<file path="config.mk">
export PLATFORM = sky130hd
export DESIGN_NAME = gear_param_sched
export DESIGN_NICKNAME = d
export VERILOG_FILES = /design/src/rtl/gear_param_sched.sv
export SDC_FILE = /design/constraint.sdc
export NUM_CORES = 2
export LEC_CHECK = 0
export ABC_AREA = 0
export CAP_MARGIN = 10
export CORE_MARGIN = 3
export CORE_UTILIZATION = 61
export DETAILED_ROUTE_END_ITERATION = 10
export PLACE_DENSITY = 0.82
export SLEW_MARGIN = 20
export SYNTH_ARGS = -nofsm -noshare
export SYNTH_HDL_FRONTEND = slang
export SYNTH_SLANG_ARGS = --single-unit
</file>
<file path="constraint.sdc">
create_clock -name clk -period 3.77 [get_ports clk]
set_input_delay 0.377 -clock clk [delete_from_list [all_inputs] [get_ports clk]]
set_output_delay 0.377 -clock clk [all_outputs]
set_load 0.01 [all_outputs]
</file>
<file path="src/rtl/gear_param_sched.sv">
// Table-driven gear-to-link-parameter scheduler: qualifies an asynchronous gear code,
// looks it up in a programmable table and hands the parameter word to the modem via req/ack.
module gear_param_sched #(
   parameter int GEAR_W      = 8,
   parameter int PARAM_W     = 40,
   parameter int DEPTH       = 32,
   parameter int STABLE_CNT  = 4,
   parameter int ACK_TIMEOUT = 1023,
   parameter logic [PARAM_W-1:0] PARAM_DEFAULT = '0
) (
   input  logic                     clk,
   input  logic                     rst_n,
   input  logic [GEAR_W-1:0]        gear_in,
   input  logic                     cfg_we,
   input  logic [$clog2(DEPTH)-1:0] cfg_addr,
   input  logic                     cfg_valid,
   input  logic [GEAR_W-1:0]        cfg_code,
   input  logic [PARAM_W-1:0]       cfg_param,
   output logic [PARAM_W-1:0]       param_out,
   output logic                     param_req,
   input  logic                     param_ack,
   output logic                     busy,
   output logic                     unknown_err,
   output logic                     timeout_err,
   input  logic                     err_clr
);
   localparam int IDX_W = $clog2(DEPTH);
   localparam int CNT_W = $clog2(STABLE_CNT + 1);
   localparam int TMO_W = $clog2(ACK_TIMEOUT + 1);

   localparam logic [1:0] ST_IDLE = 2'd0;
   localparam logic [1:0] ST_SCAN = 2'd1;
   localparam logic [1:0] ST_REQ  = 2'd2;

   logic [GEAR_W-1:0]  sync1_q, sync1_d, sync2_q, sync2_d, prev_q, prev_d;
   logic [CNT_W-1:0]   cnt_q, cnt_d;
   logic               qual_q, qual_d;
   logic [GEAR_W-1:0]  qcode_q, qcode_d;
   logic [1:0]         state_q, state_d;
   logic [IDX_W-1:0]   idx_q, idx_d;
   logic [GEAR_W-1:0]  cand_q, cand_d;
   logic [TMO_W-1:0]   tmo_q, tmo_d;
   logic [PARAM_W-1:0] param_q, param_d;
   logic               req_q, req_d;
   logic               act_valid_q, act_valid_d;
   logic [GEAR_W-1:0]  act_code_q, act_code_d;
   logic               miss_valid_q, miss_valid_d;
   logic [GEAR_W-1:0]  miss_code_q, miss_code_d;
   logic               unk_q, unk_d, tmo_err_q, tmo_err_d;
   logic               unk_set, tmo_set, hit;

   logic [DEPTH-1:0]   tbl_valid_q, tbl_valid_d;
   logic [GEAR_W-1:0]  tbl_code_q [DEPTH];
   logic [GEAR_W-1:0]  tbl_code_d [DEPTH];
   logic [PARAM_W-1:0] tbl_param_q [DEPTH];
   logic [PARAM_W-1:0] tbl_param_d [DEPTH];

   always_comb begin
      tbl_valid_d = tbl_valid_q;
      tbl_code_d  = tbl_code_q;
      tbl_param_d = tbl_param_q;
      if (cfg_we) begin
         tbl_valid_d[cfg_addr] = cfg_valid;
         tbl_code_d[cfg_addr]  = cfg_code;
         tbl_param_d[cfg_addr] = cfg_param;
      end
   end

   // Qualification is registered so the FSM always sees a code/flag pair from the same sample.
   always_comb begin
      sync1_d = gear_in;
      sync2_d = sync1_q;
      prev_d  = sync2_q;
      if (sync2_q != prev_q)
         cnt_d = CNT_W'(1);
      else if (cnt_q != CNT_W'(STABLE_CNT))
         cnt_d = cnt_q + CNT_W'(1);
      else
         cnt_d = cnt_q;
      qual_d  = (cnt_q == CNT_W'(STABLE_CNT));
      qcode_d = prev_q;
   end

   assign hit = tbl_valid_q[idx_q] && (tbl_code_q[idx_q] == cand_q);

   always_comb begin
      state_d      = state_q;
      idx_d        = idx_q;
      cand_d       = cand_q;
      tmo_d        = tmo_q;
      param_d      = param_q;
      req_d        = req_q;
      act_valid_d  = act_valid_q;
      act_code_d   = act_code_q;
      miss_valid_d = miss_valid_q;
      miss_code_d  = miss_code_q;
      unk_set      = 1'b0;
      tmo_set      = 1'b0;
      case (state_q)
         ST_IDLE: begin
            if (qual_q && (!act_valid_q || (qcode_q != act_code_q)) &&
                !(miss_valid_q && (qcode_q == miss_code_q))) begin
               cand_d  = qcode_q;
               idx_d   = '0;
               state_d = ST_SCAN;
            end
         end
         ST_SCAN: begin
            // A table write invalidates whatever this cycle examined, so restart from entry 0.
            if (cfg_we) begin
               idx_d = '0;
            end else if (hit) begin
               param_d = tbl_param_q[idx_q];
               req_d   = 1'b1;
               tmo_d   = '0;
               state_d = ST_REQ;
            end else if (idx_q == IDX_W'(DEPTH - 1)) begin
               unk_set      = 1'b1;
               miss_valid_d = 1'b1;
               miss_code_d  = cand_q;
               state_d      = ST_IDLE;
            end else begin
               idx_d = idx_q + IDX_W'(1);
            end
         end
         ST_REQ: begin
            if (param_ack || (tmo_q == TMO_W'(ACK_TIMEOUT - 1))) begin
               tmo_set     = !param_ack;
               req_d       = 1'b0;
               act_code_d  = cand_q;
               act_valid_d = 1'b1;
               state_d     = ST_IDLE;
            end else begin
               tmo_d = tmo_q + TMO_W'(1);
            end
         end
         default: state_d = ST_IDLE;
      endcase
      if (cfg_we) begin
         act_valid_d  = 1'b0;
         miss_valid_d = 1'b0;
      end
      unk_d     = unk_set | (unk_q & ~err_clr);
      tmo_err_d = tmo_set | (tmo_err_q & ~err_clr);
   end

   always_ff @(posedge clk or negedge rst_n) begin
      if (!rst_n) begin
         sync1_q      <= '0;
         sync2_q      <= '0;
         prev_q       <= '0;
         cnt_q        <= '0;
         qual_q       <= 1'b0;
         qcode_q      <= '0;
         state_q      <= ST_IDLE;
         idx_q        <= '0;
         cand_q       <= '0;
         tmo_q        <= '0;
         param_q      <= PARAM_DEFAULT;
         req_q        <= 1'b0;
         act_valid_q  <= 1'b0;
         act_code_q   <= '0;
         miss_valid_q <= 1'b0;
         miss_code_q  <= '0;
         unk_q        <= 1'b0;
         tmo_err_q    <= 1'b0;
         tbl_valid_q  <= '0;
      end else begin
         sync1_q      <= sync1_d;
         sync2_q      <= sync2_d;
         prev_q       <= prev_d;
         cnt_q        <= cnt_d;
         qual_q       <= qual_d;
         qcode_q      <= qcode_d;
         state_q      <= state_d;
         idx_q        <= idx_d;
         cand_q       <= cand_d;
         tmo_q        <= tmo_d;
         param_q      <= param_d;
         req_q        <= req_d;
         act_valid_q  <= act_valid_d;
         act_code_q   <= act_code_d;
         miss_valid_q <= miss_valid_d;
         miss_code_q  <= miss_code_d;
         unk_q        <= unk_d;
         tmo_err_q    <= tmo_err_d;
         tbl_valid_q  <= tbl_valid_d;
      end
   end

   // Entry payloads need no reset; the valid bits alone gate every lookup.
   always_ff @(posedge clk) begin
      tbl_code_q  <= tbl_code_d;
      tbl_param_q <= tbl_param_d;
   end

   assign param_out   = param_q;
   assign param_req   = req_q;
   assign busy        = (state_q != ST_IDLE);
   assign unknown_err = unk_q;
   assign timeout_err = tmo_err_q;
endmodule

</file>
After elaboration in Yosys (flattened, before gate mapping)

Cells that the tools add are included.
W data, S select, Z words.

Flip-flop bits (word level): 1,690
Bits in latches: 0
Memory bits (writable): 0
Bits in read-only memories: 0
Word-level logic and storage cells: 201
Memories kept: 0

Add/subtract/negate cells: 3
$mul: 0
Div/mod/pow operators: 0
$lt $le $gt $ge: 6
Equality and inequality tests: 19
Shift-type cells: 0
Muxes and demuxes: 51
Bitwise logic cells: 9
Reduce and logical (&&, ||, !) cells: 30

Operator list:

| cell                    | count |
|---|---|
| $bwmux W1280            | 1 |
| $bwmux W256             | 1 |
| $bmux W40 S5            | 1 |
| $demux W40 S5           | 1 |
| $mux W40                | 3 |
| $bmux W8 S5             | 1 |
| $demux W8 S5            | 1 |
| $bwmux W32              | 1 |
| $mux W10                | 3 |
| $mux W8                 | 3 |
| $mux W5                 | 4 |
| $pmux W10 S2            | 1 |
| $reduce_and A4 Y1       | 5 |
| $mux W1                 | 18 |
| $eq A8 B8 Y1            | 2 |
| $ne A8 B8 Y1            | 2 |
| $reduce_bool A2 Y1      | 8 |
| $ge A6 B6 Y1 const B    | 2 |
| $lt A5 B6 Y1 const B    | 2 |
| $ne A2 B2 Y1 const B    | 6 |
| $ne A3 B3 Y1 const B    | 4 |
| $not A5 Y6              | 2 |
| $add A10 B1 Y10 const B | 1 |
| $eq A10 B10 Y1 const B  | 1 |
| other kinds (24)        | 44 |

Depth between registers and ports, before layout

Depth after elaboration: 10
Depth in mapped cells: 14

Worst setup path after synthesis

Ideal clock, no wire load.

Path kind: input port to flip-flop
Start: in cfg_we
End: reg tbl_valid_q[20]
Library setup time: 126 ps
Data arrival time: 3,637 ps
Data required time: 3,644 ps
Slack: 7 ps
Stages on the path: 6
Buffers on the path: 2
Cells stage by stage: clkbuf_1 -> inv_1 -> or3_1 -> clkbuf_1 -> nor2_1 -> mux2_2

RTL lines:

| what                   | RTL line | RTL |
|---|---|---|
| start: declaration     | 14       | `input logic cfg_we,` |
| end signal: assignment | 187      | `tbl_valid_q <= tbl_valid_d;` |
| end: declaration       | 52       | `logic [DEPTH-1:0] tbl_valid_q, tbl_valid_d;` |

Worst setup path in the final report

Start: reg idx_q[3]
End: reg param_q[10], in the netlist param_out[10]

Word-level cells in the longest chain between the ends: 7
Elaborated cells on any way between the ends: 12
Those cells by class: 1 x eq/ne; 8 x mux; 1 x bitwise; 2 x reduce/logical

Ends and longest elaborated chain:

| what                                        | RTL line | RTL |
|---|---|---|
| start: declaration                          | 40       | `logic [IDX_W-1:0] idx_q, idx_d;` |
| start signal: assignment                    | 176      | `idx_q <= idx_d;` |
| $not A5 Y6 (implied by the code)            | 84, 113  |  |
| $bmux W8 S5                                 | 84       | `assign hit = tbl_valid_q[idx_q] && (tbl_code_q[idx_q] == cand_q);` |
| $mux W8 (implied by the code) (2 in series) | 84       |  |
| $eq A8 B8 Y1                                | 84       |  |
| $logic_and A1 B1 Y1                         | 84       |  |
| $reduce_and A3 Y1 (no source line)          | n/a      |  |
| end signal: assignment                      | 179      | `param_q <= param_d;` |
| end: declaration                            | 43       | `logic [PARAM_W-1:0] param_q, param_d;` |

Several ways; a longest one is shown, not always the timed one. The select of a mux whose other input is x is not followed.
A chain may end at the register's enable or synchronous reset.

==> run summary <==
SYNTHESIS
-------------------------------------------------------------------------------------------
Flops & latches, synth                                                                 1690
Largest family of logic cells by synthesized area                              multiplexers
Multiplexer area fraction after synthesis                                             0.178
Top FF cell, synth                                                             sky130_fd_sc_hd__edfxtp_1
Complex-gate fraction of the synthesized area                                        0.0157
Number of nets in the synthesized netlist                                              2877
Post-synth EDFFs                                                                       1536
Cell type with the highest aggregate area in the netlist                       sky130_fd_sc_hd__edfxtp_1
Netlist Area Pre-Place                                                         0.0644 sq mm
Avg Synthesized Cell Area                                                        23.0 sq um
Yosys top cell area share                                                             0.716
Cells after synthesis                                                                  2804
Post-synthesis simple-gate area fraction                                             0.0148
Share of flip-flops with an asynchronous set or reset                                0.0911
Adder and majority cell fraction of the synthesized area                            0.00117
Total number of yosys warnings                                                            0
Synthesized-area fraction occupied by xor and xnor cells                            0.00435
Area contributors post-synth                                                   sky130_fd_sc_hd__edfxtp_1 72%, sky130_fd_sc_hd__mux4_2 17%, sky130_fd_sc_hd__dfrtp_1 6.0%
Number of unique standard cell types used by synthesis                                   59
Sequential element share of the synthesized area                                      0.776

CTS
-------------------------------------------------------------------------------------------
Number of H-tree levels                                                                   4
CTS tree                                                                               done
Total clock sinks                                                                      1690
Clk root buf                                                                   sky130_fd_sc_hd__clkbuf_16
CTS Buf Count                                                                           163
CTS clock-pin slew for the worst setup and hold paths                               0.07 ns
Max Buffers Root-to-Sink                                                                  3
Clock insertion delay at the later pin of the skew report                           0.78 ns

GLOBAL ROUTING
-------------------------------------------------------------------------------------------
Number of antenna violations at the first check in global routing                         7
Number of global-route vias before repair                                             34765
Remaining global-route overflow                                                           0
Maximum number of pins on one net before global-route repair                            121
Combined global-route utilization of all metal layers                                 0.336
Global-route wire length before repair                                               256 mm

STA
-------------------------------------------------------------------------------------------
Number of setup violations in the final report                                            0
Post-route fraction of the period consumed by the critical path                       0.997
Fmax                                                                                266 MHz
Number of failing hold endpoints at the final stage                                       0
Max-slew violation total from the final report                                            0
Worst setup skew after layout                                                     0.0409 ns
Measured slew at the worst slew-check pin                                           1.12 ns
Setup slack of the critical path after layout                                     0.0105 ns
Slew margin rel.                                                                      0.252
Worst Hold Margin                                                                 0.0726 ns
Final period demand of the worst path                                               3.76 ns

POWER
-------------------------------------------------------------------------------------------
Leakage                                                                             23.7 nW
Power share of the sequential group                                                   0.520
Clock network fraction of design power                                                0.400
Internal power                                                                      31.3 mW
Switch Pwr                                                                          9.03 mW
IR drop worst, VDD                                                                 0.447 mV
Power density over cell area                                                    546 mW/mm^2
Fraction of power spent switching nets                                                0.224
Fraction of power consumed by combinational cells                                     0.081

DETAILED ROUTING
-------------------------------------------------------------------------------------------
Via density per instance                                                               7.42
Final wirelength                                                                     179 mm
Remaining routing DRC violations                                                          0
Detail Route Antenna Nets                                                                 0
Via count                                                                             34099
Router iterations before antenna repair                                                   6
Wire length per cell                                                                39.1 um
Number of design-rule violations left by the first detailed-router iteration           5787

HOLD PATH
-------------------------------------------------------------------------------------------
Hold WC Path Type                                                              input port to flip-flop

CELLS AND AREA
-------------------------------------------------------------------------------------------
Area taken by flip-flops and latches                                           0.0500 sq mm
Area of the multi-input gates                                                  0.0141 sq mm
Nets@finish                                                                            3146
Share of layout cells above drive strength 1                                          0.298
Layout-stage area growth over the synthesis result                                    14.6%
Filler instances                                                                       5539

CRITICAL PATH
-------------------------------------------------------------------------------------------
Data arrival time of the critical path                                              4.36 ns
Critical path cell sequence                                                    inv_2 > buf_4 > o221ai_1 > o22ai_1 > a21oi_2 > xnor2_1 > buf_4 > o22ai_4 > nand2_2 > buf_4 > nor2_4 > buf_12 > a31oi_1
Startpoint Class                                                                  flip-flop
Crit. End Element                                                                 flip-flop
WS Path Type                                                                   flip-flop to flip-flop
Maximum fanout along the worst path                                                      32
Peak per-stage delay on the critical path                                           0.60 ns
Slowest stage cell, crit path                                                  sky130_fd_sc_hd__buf_4
CP most frequent cell                                                          sky130_fd_sc_hd__buf_4
Worst endpoint required time                                                        4.37 ns

DIE
-------------------------------------------------------------------------------------------
I/O pin count                                                                           111
Floorplan die area                                                              0.110 sq mm
Rows                                                                                    118
Chip height                                                                          331 um
Area inside the core boundary                                                   0.104 sq mm
Initial core utilization                                                              0.618
Horizontal die dimension                                                             331 um

PLACE
-------------------------------------------------------------------------------------------
Number of buffers added on ports                                                        110
Placed wire-length estimate                                                         86.7 mm
Post-place setup slack                                                           -0.0264 ns
Routability congestion estimate from global placement                                 0.839

JOB
-------------------------------------------------------------------------------------------
Max-Cap Viols                                                                             0

STATUS
-------------------------------------------------------------------------------------------
Status                                                                            completed

[registers in the layout, indices dropped and copies added (netlist names), 10 cells and up]
| signal | count |
|---|---|
| tbl_code_q | 256 |
| tbl_valid_q | 32 |
| tmo_q | 10 |
| param_out | 40 |
| tbl_param_q | 1280 |
[synthesized netlist by cell type, types with 5 or more instances]
cell	number
sky130_fd_sc_hd__a21oi_1	13
sky130_fd_sc_hd__a22oi_1	9
sky130_fd_sc_hd__a31oi_1	86
sky130_fd_sc_hd__and3_1	6
sky130_fd_sc_hd__buf_1	31
sky130_fd_sc_hd__buf_2	19
sky130_fd_sc_hd__clkbuf_1	92
sky130_fd_sc_hd__dfrtp_1	154
sky130_fd_sc_hd__edfxtp_1	1536
sky130_fd_sc_hd__ha_1	6
sky130_fd_sc_hd__inv_1	13
sky130_fd_sc_hd__mux2_2	54
sky130_fd_sc_hd__mux2i_1	18
sky130_fd_sc_hd__mux4_2	474
sky130_fd_sc_hd__nand2_1	105
sky130_fd_sc_hd__nand3_1	7
sky130_fd_sc_hd__nand3b_1	5
sky130_fd_sc_hd__nor2_1	51
sky130_fd_sc_hd__nor3_1	10
sky130_fd_sc_hd__o21ai_0	11
sky130_fd_sc_hd__xnor2_1	11
sky130_fd_sc_hd__xor2_1	21
[critical path, delay by kind of cell, from the launching register on]
family                    cells  cell delay (ns)
xor gates and xnor gates      1             0.16
AOI/OAI and AO/OA             5             1.09
DFF                           1             0.49
and+or+nand+nor               2             0.27
buffers and inverters         5             1.45
[stage by stage]
step	instance area [sq um]	std cells	total power, mW	utilization	TNS, ns
5_1_grt	73800	4589	41.2	0.708	-0.0222
3_5_place_dp	68600	4279	24.4	0.658	-0.0618
6_report	73800	4593	40.3	0.708	0
2_1_floorplan	64400	2804	23.3	-	0
4_1_cts	73800	4582	40.3	0.708	0
3_3_place_gp	68600	4279	24.2	0.658	0
[power by group through the flow]
| stage | registers (mW) | clock network (mW) | logic [mW] |
|---|---|---|---|
| final | 20.9 | 16.1 | 3.26 |
| after global placement | 21.3 | 0 | 2.93 |
| after detailed placement | 21.3 | 0 | 3.06 |
| after CTS | 20.9 | 16.1 | 3.21 |
| after floorplan | 21.2 | 0 | 2.08 |
| after global routing | 20.9 | 16.9 | 3.40 |
[cell families after synthesis]
kind of cell | Yosys count
compound gates | 154
simple gates | 213
buf+inv | 162
flops | 1690
mux | 547
fa+ha+maj | 6
xor+xnor | 32
[final timing paths]
check	startpoint	to	slack (ns)	cells after the start
min in group asynchronous	rst_n	tmo_q[6]	0.28	2
max	idx_q[3]	param_out[10]	0.01	13
min reg2reg	sync1_q[0]	prev_d[0]	0.34	0
max in group asynchronous	rst_n	prev_q[3]	2.45	3
min	gear_in[2]	sync1_q[2]	0.07	1
max reg2reg	idx_q[3]	param_out[10]	0.01	13
[cell type report]
cell class	instances	area share
sequential	1690	0.677
clock inverter	77	0.00912
timing repair buffer	251	0.0385
multi-input combinational	952	0.190
inverter	15	0.000830
clock buffer	222	0.0606
tap	1380	0.0234
antenna	6	0.000203
[per-layer routing]
layer,share of wire,GRT usage,up-vias
met3,0.13,0.0896,729
met5,0.00014,0,-
met1,0.33,0.448,17553
met4,0.052,0.157,4
li1,-,-,12407
met2,0.49,0.530,3406
[repair_timing]
item | in CTS | in global routing
hold buffers | 1 | 0
buffers inserted | 3 | 4
gates resized for setup | 1 | 7
hold endpoints to repair | 54 | 0
gates cloned | 0 | 1
endpoints found under the setup margin | 65 | 66
pin swaps | 0 | 1
[placed cells by master, fill, tap and decap left out, drive strengths merged, types with 5 or more instances in the layout]
master	synthesis	routed
xor2	21	21
a31oi	86	86
nand3	7	7
and3	6	6
bufinv	0	9
nor4	5	5
clkdlybuf4s50	0	94
a21oi	13	13
buf	55	155
dfrtp	154	154
clkbuf	92	223
diode	0	6
clkinv	1	59
inv	14	23
nand3b	5	5
ha	6	6
xnor2	11	11
nand2	106	106
a22oi	9	9
edfxtp	1536	1536
o21ai	12	12
mux4	474	474
mux2i	18	18
nor2	52	52
nor3	10	10
mux2	55	55
No activity file was read; power rests on OpenSTA's default activity.
